`src/rtl/simon_pkg.sv`:
```
// Shared constants, types and colour-scaling helper for the Simon button screen.
package simon_pkg;

  localparam int          LVL_W   = 4;
  localparam logic [3:0]  LVL_MAX = 4'd15;
  localparam int          LATENCY = 4;

  typedef enum logic [1:0] {
    Q_B = 2'd0,
    Q_Y = 2'd1,
    Q_R = 2'd2,
    Q_G = 2'd3
  } quad_e;

  // Index 0 = B, 1 = Y, 2 = R, 3 = G
  localparam logic [3:0][23:0] COLOR = {24'h00FF00, 24'hFF0000, 24'hFFFF00, 24'h0000FF};

  function automatic logic [7:0] scale_ch(input logic [7:0] c, input logic [LVL_W-1:0] l);
    logic [11:0] prod;
    prod = 12'(c) * (12'(l) + 12'd1);
    return prod[11:4];
  endfunction

  function automatic logic [23:0] scale_rgb(input logic [23:0] c, input logic [LVL_W-1:0] l);
    return {scale_ch(c[23:16], l), scale_ch(c[15:8], l), scale_ch(c[7:0], l)};
  endfunction

endpackage

```
`src/rtl/simon_fade_ctrl.sv`:
```
// Per-button brightness counters stepped once per frame; lvl exposes the post-update value
// so a pixel coinciding with frame_start already sees the new level.
module simon_fade_ctrl
  import simon_pkg::*;
(
  input  logic        clk,
  input  logic        rst_n,
  input  logic        frame_start,
  input  logic [3:0]  btn_on,
  output logic [15:0] lvl
);

  logic [3:0][LVL_W-1:0] lvl_q, lvl_d;

  always_comb begin
    lvl_d = lvl_q;
    if (frame_start) begin
      for (int i = 0; i < 4; i++) begin
        if (btn_on[i]) begin
          lvl_d[i] = LVL_MAX;
        end else if (lvl_q[i] == 4'd0) begin
          lvl_d[i] = 4'd0;
        end else begin
          lvl_d[i] = lvl_q[i] - 4'd1;
        end
      end
    end else begin
      lvl_d = lvl_q;
    end
  end

  always_ff @(posedge clk or negedge rst_n) begin
    if (!rst_n) begin
      lvl_q <= '0;
    end else begin
      lvl_q <= lvl_d;
    end
  end

  assign lvl = lvl_d;

endmodule

```
`src/rtl/simon_pixel_pipe.sv`:
```
// Four-stage pixel pipeline drawing four annular quarter-circle buttons with a cross gap,
// each tinted by its frame-synchronous brightness level.
module simon_pixel_pipe
  import simon_pkg::*;
#(
  parameter int          COORD_W  = 16,
  parameter int          CENTER_X = 1100,
  parameter int          CENTER_Y = 562,
  parameter int          R_OUTER  = 300,
  parameter int          R_INNER  = 60,
  parameter int          GAP      = 8,
  parameter logic [23:0] BG_COLOR = 24'h101010
) (
  input  logic               clk,
  input  logic               rst_n,
  input  logic [COORD_W-1:0] x,
  input  logic [COORD_W-1:0] y,
  input  logic               vde,
  input  logic               frame_start,
  input  logic [3:0]         btn_on,
  output logic [7:0]         R,
  output logic [7:0]         G,
  output logic [7:0]         B,
  output logic               vde_out
);

  localparam int PW = 2 * COORD_W + 2;
  localparam logic signed [COORD_W:0] CX_S  = (COORD_W + 1)'(CENTER_X);
  localparam logic signed [COORD_W:0] CY_S  = (COORD_W + 1)'(CENTER_Y);
  localparam logic signed [COORD_W:0] GAP_S = (COORD_W + 1)'(GAP);
  localparam logic [PW:0] R_IN2  = (PW + 1)'(R_INNER * R_INNER);
  localparam logic [PW:0] R_OUT2 = (PW + 1)'(R_OUTER * R_OUTER);

  logic [15:0] lvl_s;

  simon_fade_ctrl u_fade (
    .clk         (clk),
    .rst_n       (rst_n),
    .frame_start (frame_start),
    .btn_on      (btn_on),
    .lvl         (lvl_s)
  );

  logic signed [COORD_W:0] dx_q, dy_q;
  logic                    vde1_q, vde2_q, vde3_q, vde_out_q;
  logic [15:0]             lvl1_q, lvl2_q, lvl3_q;
  logic [PW-1:0]           dx2_q, dy2_q;
  logic                    dxn_q, dyn_q, gapx_q, gapy_q, hit_q;
  quad_e                   quad_q, quad_d;
  logic [23:0]             rgb_q, rgb_d;

  logic signed [COORD_W:0] dx_d, dy_d;
  logic signed [PW-1:0]    dx_sq_s, dy_sq_s;
  logic [PW:0]             d2_s;
  logic                    hit_d;
  logic [LVL_W-1:0]        lvl_sel_s;

  assign dx_d    = $signed({1'b0, x}) - CX_S;
  assign dy_d    = $signed({1'b0, y}) - CY_S;
  assign dx_sq_s = dx_q * dx_q;
  assign dy_sq_s = dy_q * dy_q;
  assign d2_s    = {1'b0, dx2_q} + {1'b0, dy2_q};
  assign hit_d   = (d2_s >= R_IN2) && (d2_s <= R_OUT2) && gapx_q && gapy_q;

  // Coordinate signs pick the quadrant; zero counts as non-negative
  always_comb begin
    quad_d = Q_B;
    case ({dyn_q, dxn_q})
      2'b00:   quad_d = Q_B;
      2'b01:   quad_d = Q_Y;
      2'b11:   quad_d = Q_R;
      2'b10:   quad_d = Q_G;
      default: quad_d = Q_B;
    endcase
  end

  always_comb begin
    lvl_sel_s = lvl3_q[3:0];
    rgb_d     = 24'h000000;
    case (quad_q)
      Q_B:     lvl_sel_s = lvl3_q[3:0];
      Q_Y:     lvl_sel_s = lvl3_q[7:4];
      Q_R:     lvl_sel_s = lvl3_q[11:8];
      Q_G:     lvl_sel_s = lvl3_q[15:12];
      default: lvl_sel_s = lvl3_q[3:0];
    endcase
    if (!vde3_q) begin
      rgb_d = 24'h000000;
    end else if (hit_q) begin
      rgb_d = scale_rgb(COLOR[quad_q], lvl_sel_s);
    end else begin
      rgb_d = BG_COLOR;
    end
  end

  always_ff @(posedge clk or negedge rst_n) begin
    if (!rst_n) begin
      dx_q      <= '0;
      dy_q      <= '0;
      vde1_q    <= 1'b0;
      lvl1_q    <= '0;
      dx2_q     <= '0;
      dy2_q     <= '0;
      dxn_q     <= 1'b0;
      dyn_q     <= 1'b0;
      gapx_q    <= 1'b0;
      gapy_q    <= 1'b0;
      vde2_q    <= 1'b0;
      lvl2_q    <= '0;
      hit_q     <= 1'b0;
      quad_q    <= Q_B;
      vde3_q    <= 1'b0;
      lvl3_q    <= '0;
      rgb_q     <= '0;
      vde_out_q <= 1'b0;
    end else begin
      dx_q      <= dx_d;
      dy_q      <= dy_d;
      vde1_q    <= vde;
      lvl1_q    <= lvl_s;
      dx2_q     <= $unsigned(dx_sq_s);
      dy2_q     <= $unsigned(dy_sq_s);
      dxn_q     <= dx_q[COORD_W];
      dyn_q     <= dy_q[COORD_W];
      gapx_q    <= (dx_q >= GAP_S) || (dx_q <= -GAP_S);
      gapy_q    <= (dy_q >= GAP_S) || (dy_q <= -GAP_S);
      vde2_q    <= vde1_q;
      lvl2_q    <= lvl1_q;
      hit_q     <= hit_d;
      quad_q    <= quad_d;
      vde3_q    <= vde2_q;
      lvl3_q    <= lvl2_q;
      rgb_q     <= rgb_d;
      vde_out_q <= vde3_q;
    end
  end

  assign R       = rgb_q[23:16];
  assign G       = rgb_q[15:8];
  assign B       = rgb_q[7:0];
  assign vde_out = vde_out_q;

endmodule

```
`config.mk`:
```
export PLATFORM = sky130hd
export DESIGN_NAME = simon_pixel_pipe
export DESIGN_NICKNAME = d
export VERILOG_FILES = /design/src/rtl/simon_pkg.sv /design/src/rtl/simon_fade_ctrl.sv /design/src/rtl/simon_pixel_pipe.sv
export SDC_FILE = /design/constraint.sdc
export NUM_CORES = 2
export LEC_CHECK = 0
export BUFFER_PORTS_ARGS = -buffer_cell sky130_fd_sc_hd__buf_2
export CAP_MARGIN = 20
export CORE_UTILIZATION = 60
export DETAILED_ROUTE_END_ITERATION = 7
export PLACE_DENSITY_LB_ADDON = 0.2
export RECOVER_POWER = 50
export SYNTH_ARGS = -nofsm -noshare
export SYNTH_HDL_FRONTEND = slang
export SYNTH_SLANG_ARGS = --single-unit
```
`constraint.sdc`:
```
create_clock -name clk -period 16.5 [get_ports clk]
set_clock_uncertainty 0.1 [all_clocks]
set_input_delay 4.95 -clock clk [delete_from_list [all_inputs] [get_ports clk]]
set_output_delay 4.95 -clock clk [all_outputs]
set_load 0.1 [all_outputs]
```
======== After elaboration in Yosys (flattened, before gate mapping) ========
Index checks and enable logic that the tools add are counted.
cells by class
  add/sub/neg operators ................... 8
  $mul .................................... 5
  $lt $le $gt $ge ......................... 7
  equal/unequal tests ..................... 6
  multiplexer cells ....................... 15
  reduce and logical (&&, ||, !) cells .... 11
operators by type and width
  kind                    number
  $mux 24                 3
  $mul 17x17->34          2
  $bmux 24 s2             1
  $add 34x34->35          1
  $ge 35x12->1 const B    1
  $le 35x17->1 const B    1
  $ge 17x5->1 const B     2
  $le 17x4->1 const B     2
  $mux 4                  8
  $mul 8x12->12           2
  $sub 16x10->17 const B  1
  $sub 16x11->17 const B  1
  $logic_not 4->1         4
  $mux 16                 1
  $pmux 4 s4              1
  $sub 4x1->4 const B     4
  $mul 8x5->12            1
  $eq 2x2->1 const B      4
  $pmux 2 s4              1
  $add 4x1->5 const B     1
  $eq 2x1->1 const B      2
  $logic_not 2->1         2
  $logic_and 1x1->1       3
  $lt 2x3->1 const B      1
  $logic_or 1x1->1        2
storage, ports and cells
  register bits after elaboration ......... 201

======== Longest topological paths before layout ========
  word-level depth ........................ 6
  mapped depth ............................ 28

======== Cells and area by module ========
A second synthesis with hierarchy kept.
second synthesis, totals
  cell total of the unflattened synthesis .. 3080
  area, all modules ....................... 29986.3 um^2
modules (own cells, without submodules)
  module            times used  cells each  area each (um^2)  sequential area each (um^2)
  simon_pixel_pipe  1           3002        29223.0           4579.4
  simon_fade_ctrl   1           78          763.2             400.4

======== Worst setup path before layout ========
No wires, ideal clock.
  path kind ............................... register to register
  start point ............................. reg dy_q[5]
  end point ............................... reg dy2_q[33]
  library setup time ...................... 0.080 ns
  arrival time ............................ 6.591 ns
  required time ........................... 16.320 ns
  path slack .............................. 9.729 ns
  stages on the path, launching flop included .. 26
  path buffers ............................ 3
  clock period less this slack ............ 6.771 ns
  cell sequence ........................... dfrtp_1 -> clkbuf_1 -> clkbuf_1 -> nand2_1 -> fa_1 -> inv_1 -> fa_1 -> fa_1 -> fa_1 -> fa_1 -> inv_1 -> fa_1 -> inv_1 -> ha_1 -> clkbuf_1 -> a21o_1 -> a21oi_1 -> o211ai_1 -> a211oi_1 -> nand2_1 -> a311o_1 -> nand3_1 -> nand2_1 -> a211o_1 -> a21oi_1 -> xnor2_1
on the way
  word-level cells in the longest chain between the ends .. 1
RTL lines
  item                      RTL line                 text
  start: declaration        simon_pixel_pipe.sv:44   logic signed [COORD_W:0] dx_q, dy_q;
  start signal: assignment  simon_pixel_pipe.sv:118  dy_q <= dy_d;
  $mul 17x17->34            simon_pixel_pipe.sv:61   assign dy_sq_s = dy_q * dy_q;
  named net dy_sq_s[33]     simon_pixel_pipe.sv:53   logic signed [PW-1:0] dx_sq_s, dy_sq_s;
  end signal: assignment    simon_pixel_pipe.sv:122  dy2_q <= $unsigned(dy_sq_s);
  end: declaration          simon_pixel_pipe.sv:47   logic [PW-1:0] dx2_q, dy2_q;
The timed path passes the listed nets, and every way through them passes these cells.

==> results by group <==
Worst setup path
  • Required @ worst endpoint: 15520 ps
  • Reg2Reg Depth: 21
  • Critical path class: in2async
  • Crit path depth: 1
  • Reg-to-reg startpoint: dx_q[16]$_DFF_PN0_
  • Crit path capture: dy2_q[29]$_DFF_PN0_
  • Crit. Startpoint: rst_n
  • Cell Chain, Critical Path: clkbuf_1
  • Data arrival time of the worst path: 9210 ps
  • Worst setup EP type: async pin
  • RR Endpoint: dx2_q[30]$_DFF_PN0_
  • Bufs and invs on worst path: 1
  • Worst reg-to-reg setup slack: 8390 ps
  • CP delay by family, top: buffers and inverters
  • CP peak stage delay: between 4000 and 5000 ps
  • Startpoint Class: input pin
  • Crit-path max FO: around 110
  • Crit-path slowest cell: clkbuf_1

STA
  • Setup_tns: 0 ps
  • Fmax achieved: between 0.09 and 0.1 GHz
  • Final worst-path cycle share: 61.8%
  • Rel. slew slack: -305%
  • Fin Hold WS: between 200 and 250 ps
  • Post-route setup slack: 6310 ps
  • Post-layout minimum cycle time: 10190 ps
  • Unrepaired setup endpoints after global routing: false
  • Max Slew Vio Count: 115
  • Setup violators final: 0
  • Slew at the pin closest to its max-slew limit: 6080 ps
  • Hold Vio Cnt, Final: 0

Logic synthesis
  • Mapped Nets: 3920
  • Prevailing post-synth register cell: dfrtp_1
  • Synthesis-stage register bit count: 183
  • Synth area leader: fa_1
  • FFs w/ async S/R, synth: 100%
  • Seq/Total Area, Yosys: 15.6%
  • Mapped Cells: ~3k
  • Top cells by area, synth: fa_1 (38%), dfrtp_1 (16%), ha_1 (12%)
  • Post-synth EDFFs: 0
  • Mapped Area: 29400 um^2
  • Yosys cell types: between 80 and 90
  • Share of the synthesized area in the top cell type: 38.1%
  • Post-Syn Area per Cell: 9.66 um^2
  • Ys Warns: 0

Place
  • Placed Cells: 3651
  • Post-place setup slack: 8810 ps
  • HPWL Detailed: between 40 and 50 mm
  • Placer Congestion: 0.895
  • Buffers added on ports: 64

Die
  • Die Span X: 223 um
  • Std-Cell Rows: 80
  • Die area: between 40000 and 50000 um^2
  • Starting Density: 61.2%
  • Die Ht: between 200 and 250 um
  • Core Region: 48000 um^2
  • # IOs: 65

Clock tree
  • Hold_buf cts: 0
  • CTS buffer count: 17
  • Reg clk slew, reported paths: ~70 ps
  • Worst-skew pair later-pin latency: 500 ps
  • Clock buffer depth: 2
  • Htree depth: 4
  • CTS tree: done
  • CTS resizes: 0
  • Post-CTS Setup Repair Bufs: 0
  • Clk root buf: clkbuf_16
  • CTS sink cnt: between 150 and 200

Worst hold path
  • Hold/Removal Path Class: reg2reg

Detailed routing
  • Post-route ant nets: 0
  • Vias: about 20k
  • DR iter-0 viols: 809
  • Final WL: 58.6 mm
  • Vias per cell: 5.39
  • DRT Pass-1 Iters: 6
  • Residual DRC count: 0
  • Drt wl/cell: 15.9 um

GRT
  • Largest net degree at the start of global routing: 115
  • First-pass GRT wire length: 103 mm
  • Initial antenna violation count: 1
  • Gr usage total: 26.0%
  • Vias in the first global route: approximately 22k
  • GR Overflow Total: 0

Status
  • Status: finished with violations
  • Failing checks: capacitance limit, slew limit

Final layout
  • Filler instances: between 3k and 4k
  • # nets final: between 3k and 4k
  • Area Overhead vs Synth: 4.88%
  • # diodes: 0
  • Share of cells above drive strength 1: 4.08%
  • Final Instance Count excl. Fillers: 3682

Flow run
  • Max-cap violations: 1
[worst min path at each step]
stage / startpoint / end / depth (start not counted)
after floorplan: lvl2_q[0]$_DFF_PN0_ / lvl3_q[0]$_DFF_PN0_ / 0
after global placement: lvl2_q[0]$_DFF_PN0_ / lvl3_q[0]$_DFF_PN0_ / 0
after detailed placement: lvl2_q[13]$_DFF_PN0_ / lvl3_q[13]$_DFF_PN0_ / 0
after CTS: lvl2_q[15]$_DFF_PN0_ / lvl3_q[15]$_DFF_PN0_ / 0
after global routing: lvl2_q[14]$_DFF_PN0_ / lvl3_q[14]$_DFF_PN0_ / 0
final: lvl2_q[13]$_DFF_PN0_ / lvl3_q[13]$_DFF_PN0_ / 0
[metal layers]
layer	vias to the layer above	GRT usage (%)	share of wire, %	wire length [um]
li1	9245	-	-	-
met4	0	8.88	2.6	1530
met5	-	0	0	0
met3	105	3.69	3.9	2260
met2	394	46.7	53	31100
met1	10100	32.0	41	23700
[logic make-up (layout without fill, tap and decap cells)]
group / after synthesis / in the layout / share of synthesized area (%)
adders and majority gates: 840 / 840 / 50.1
buffers and inverters: 857 / 884 / 11.0
xor gates and xnor gates: 163 / 163 / 4.86
muxes: 12 / 12 / 0.413
and+or+nand+nor: 660 / 660 / 10.5
DFF: 183 / 183 / 15.6
AOI/OAI and AO/OA: 325 / 325 / 7.57
[synth_stat cells (all sizes together), types with 3 or more instances]
master / instances
inv: 781
fa: 559
ha: 281
nand2: 247
dfrtp: 183
nor2: 166
xnor2: 119
and2: 104
a21oi: 96
clkbuf: 70
o21ai: 53
xor2: 44
a21o: 38
nand3: 27
nor3: 20
o21bai: 18
nor2b: 15
o21a: 15
and3: 13
nor4: 13
a31o: 12
mux2i: 11
nand2b: 11
a211oi: 10
a31oi: 9
nand4: 9
o211ai: 9
or2: 9
a21boi: 7
a41oi: 7
a211o: 6
nor4b: 6
a2111oi: 5
buf: 5
o31ai: 5
or3: 5
a222oi: 4
or4: 4
a22oi: 3
nand3b: 3
o2111ai: 3
o32ai: 3
[flip-flops by register name, indices dropped and copies added (netlist names), 4 cells and up]
name and count:
dx2_q 33, dy2_q 33, rgb_q 24, dx_q 17, dy_q 17, lvl2_q 16
lvl3_q 16, u_fade.lvl_q 12, lvl1_q 4
[worst reg2reg max path, cell delays in order (launching register included)]
cell      delay [ps]
dfrtp_1          320
clkbuf_1         850
inv_1            640
nor2_1           400
fa_1             610
fa_1             920
fa_1             540
fa_1             510
fa_1             500
inv_1             50
fa_1             480
inv_1             40
ha_1             330
a21o_1           180
a21oi_1          210
nor3b_1          260
o211ai_1         180
a31oi_1          320
nor2b_1           80
o21ai_0          210
nor2b_1          190
xnor2_1          130
[final cells by class]
type                       instances  area (um^2)  share of cell area [%]
multi-input combinational       2000        21600                    70.0
sequential                       183         4580                    14.9
inverter                         782         2940                    9.53
tap                              615          769                    2.50
clock buffer                      17          425                    1.38
timing repair buffer              71          360                    1.17
clock inverter                    14          183                   0.593
[per-stage QoR]
step	area (um^2)	utilization [%]
floorplan	29400	-
global placement	30200	62.9
detailed placement	30200	62.9
CTS	30800	64.2
global route	30800	64.1
finish	30800	64.1
[placed cells by master (no fill, tap or decap), types with 5 or more instances in the layout]
cell type and n:
nor4b_1 6, nand2b_1 11, clkbuf_1 6, inv_1 780, xnor2_1 119, xor2_1 44, o21bai_1 18, and2_0 6
nand2_1 246, a211oi_1 8, a31o_2 9, a21oi_1 95, a41oi_1 7, a31oi_1 9, o21ai_0 48, nand4_1 9
ha_1 281, clkbuf_16 17, buf_4 5, mux2i_1 11, o21a_1 15, nor4_1 13, and3_1 13, and2_1 98
nor3_1 20, a211o_1 6, dfrtp_1 183, nand3_1 27, a21boi_0 6, or2_2 8, a21o_1 38, nor2_1 166
buf_2 60, o211ai_1 9, fa_1 559, or3_1 5, nor2b_1 15
Power is left out: the tool's default activity adds up to more than one toggle a clock period on the data nets, which glitch-free logic cannot reach.
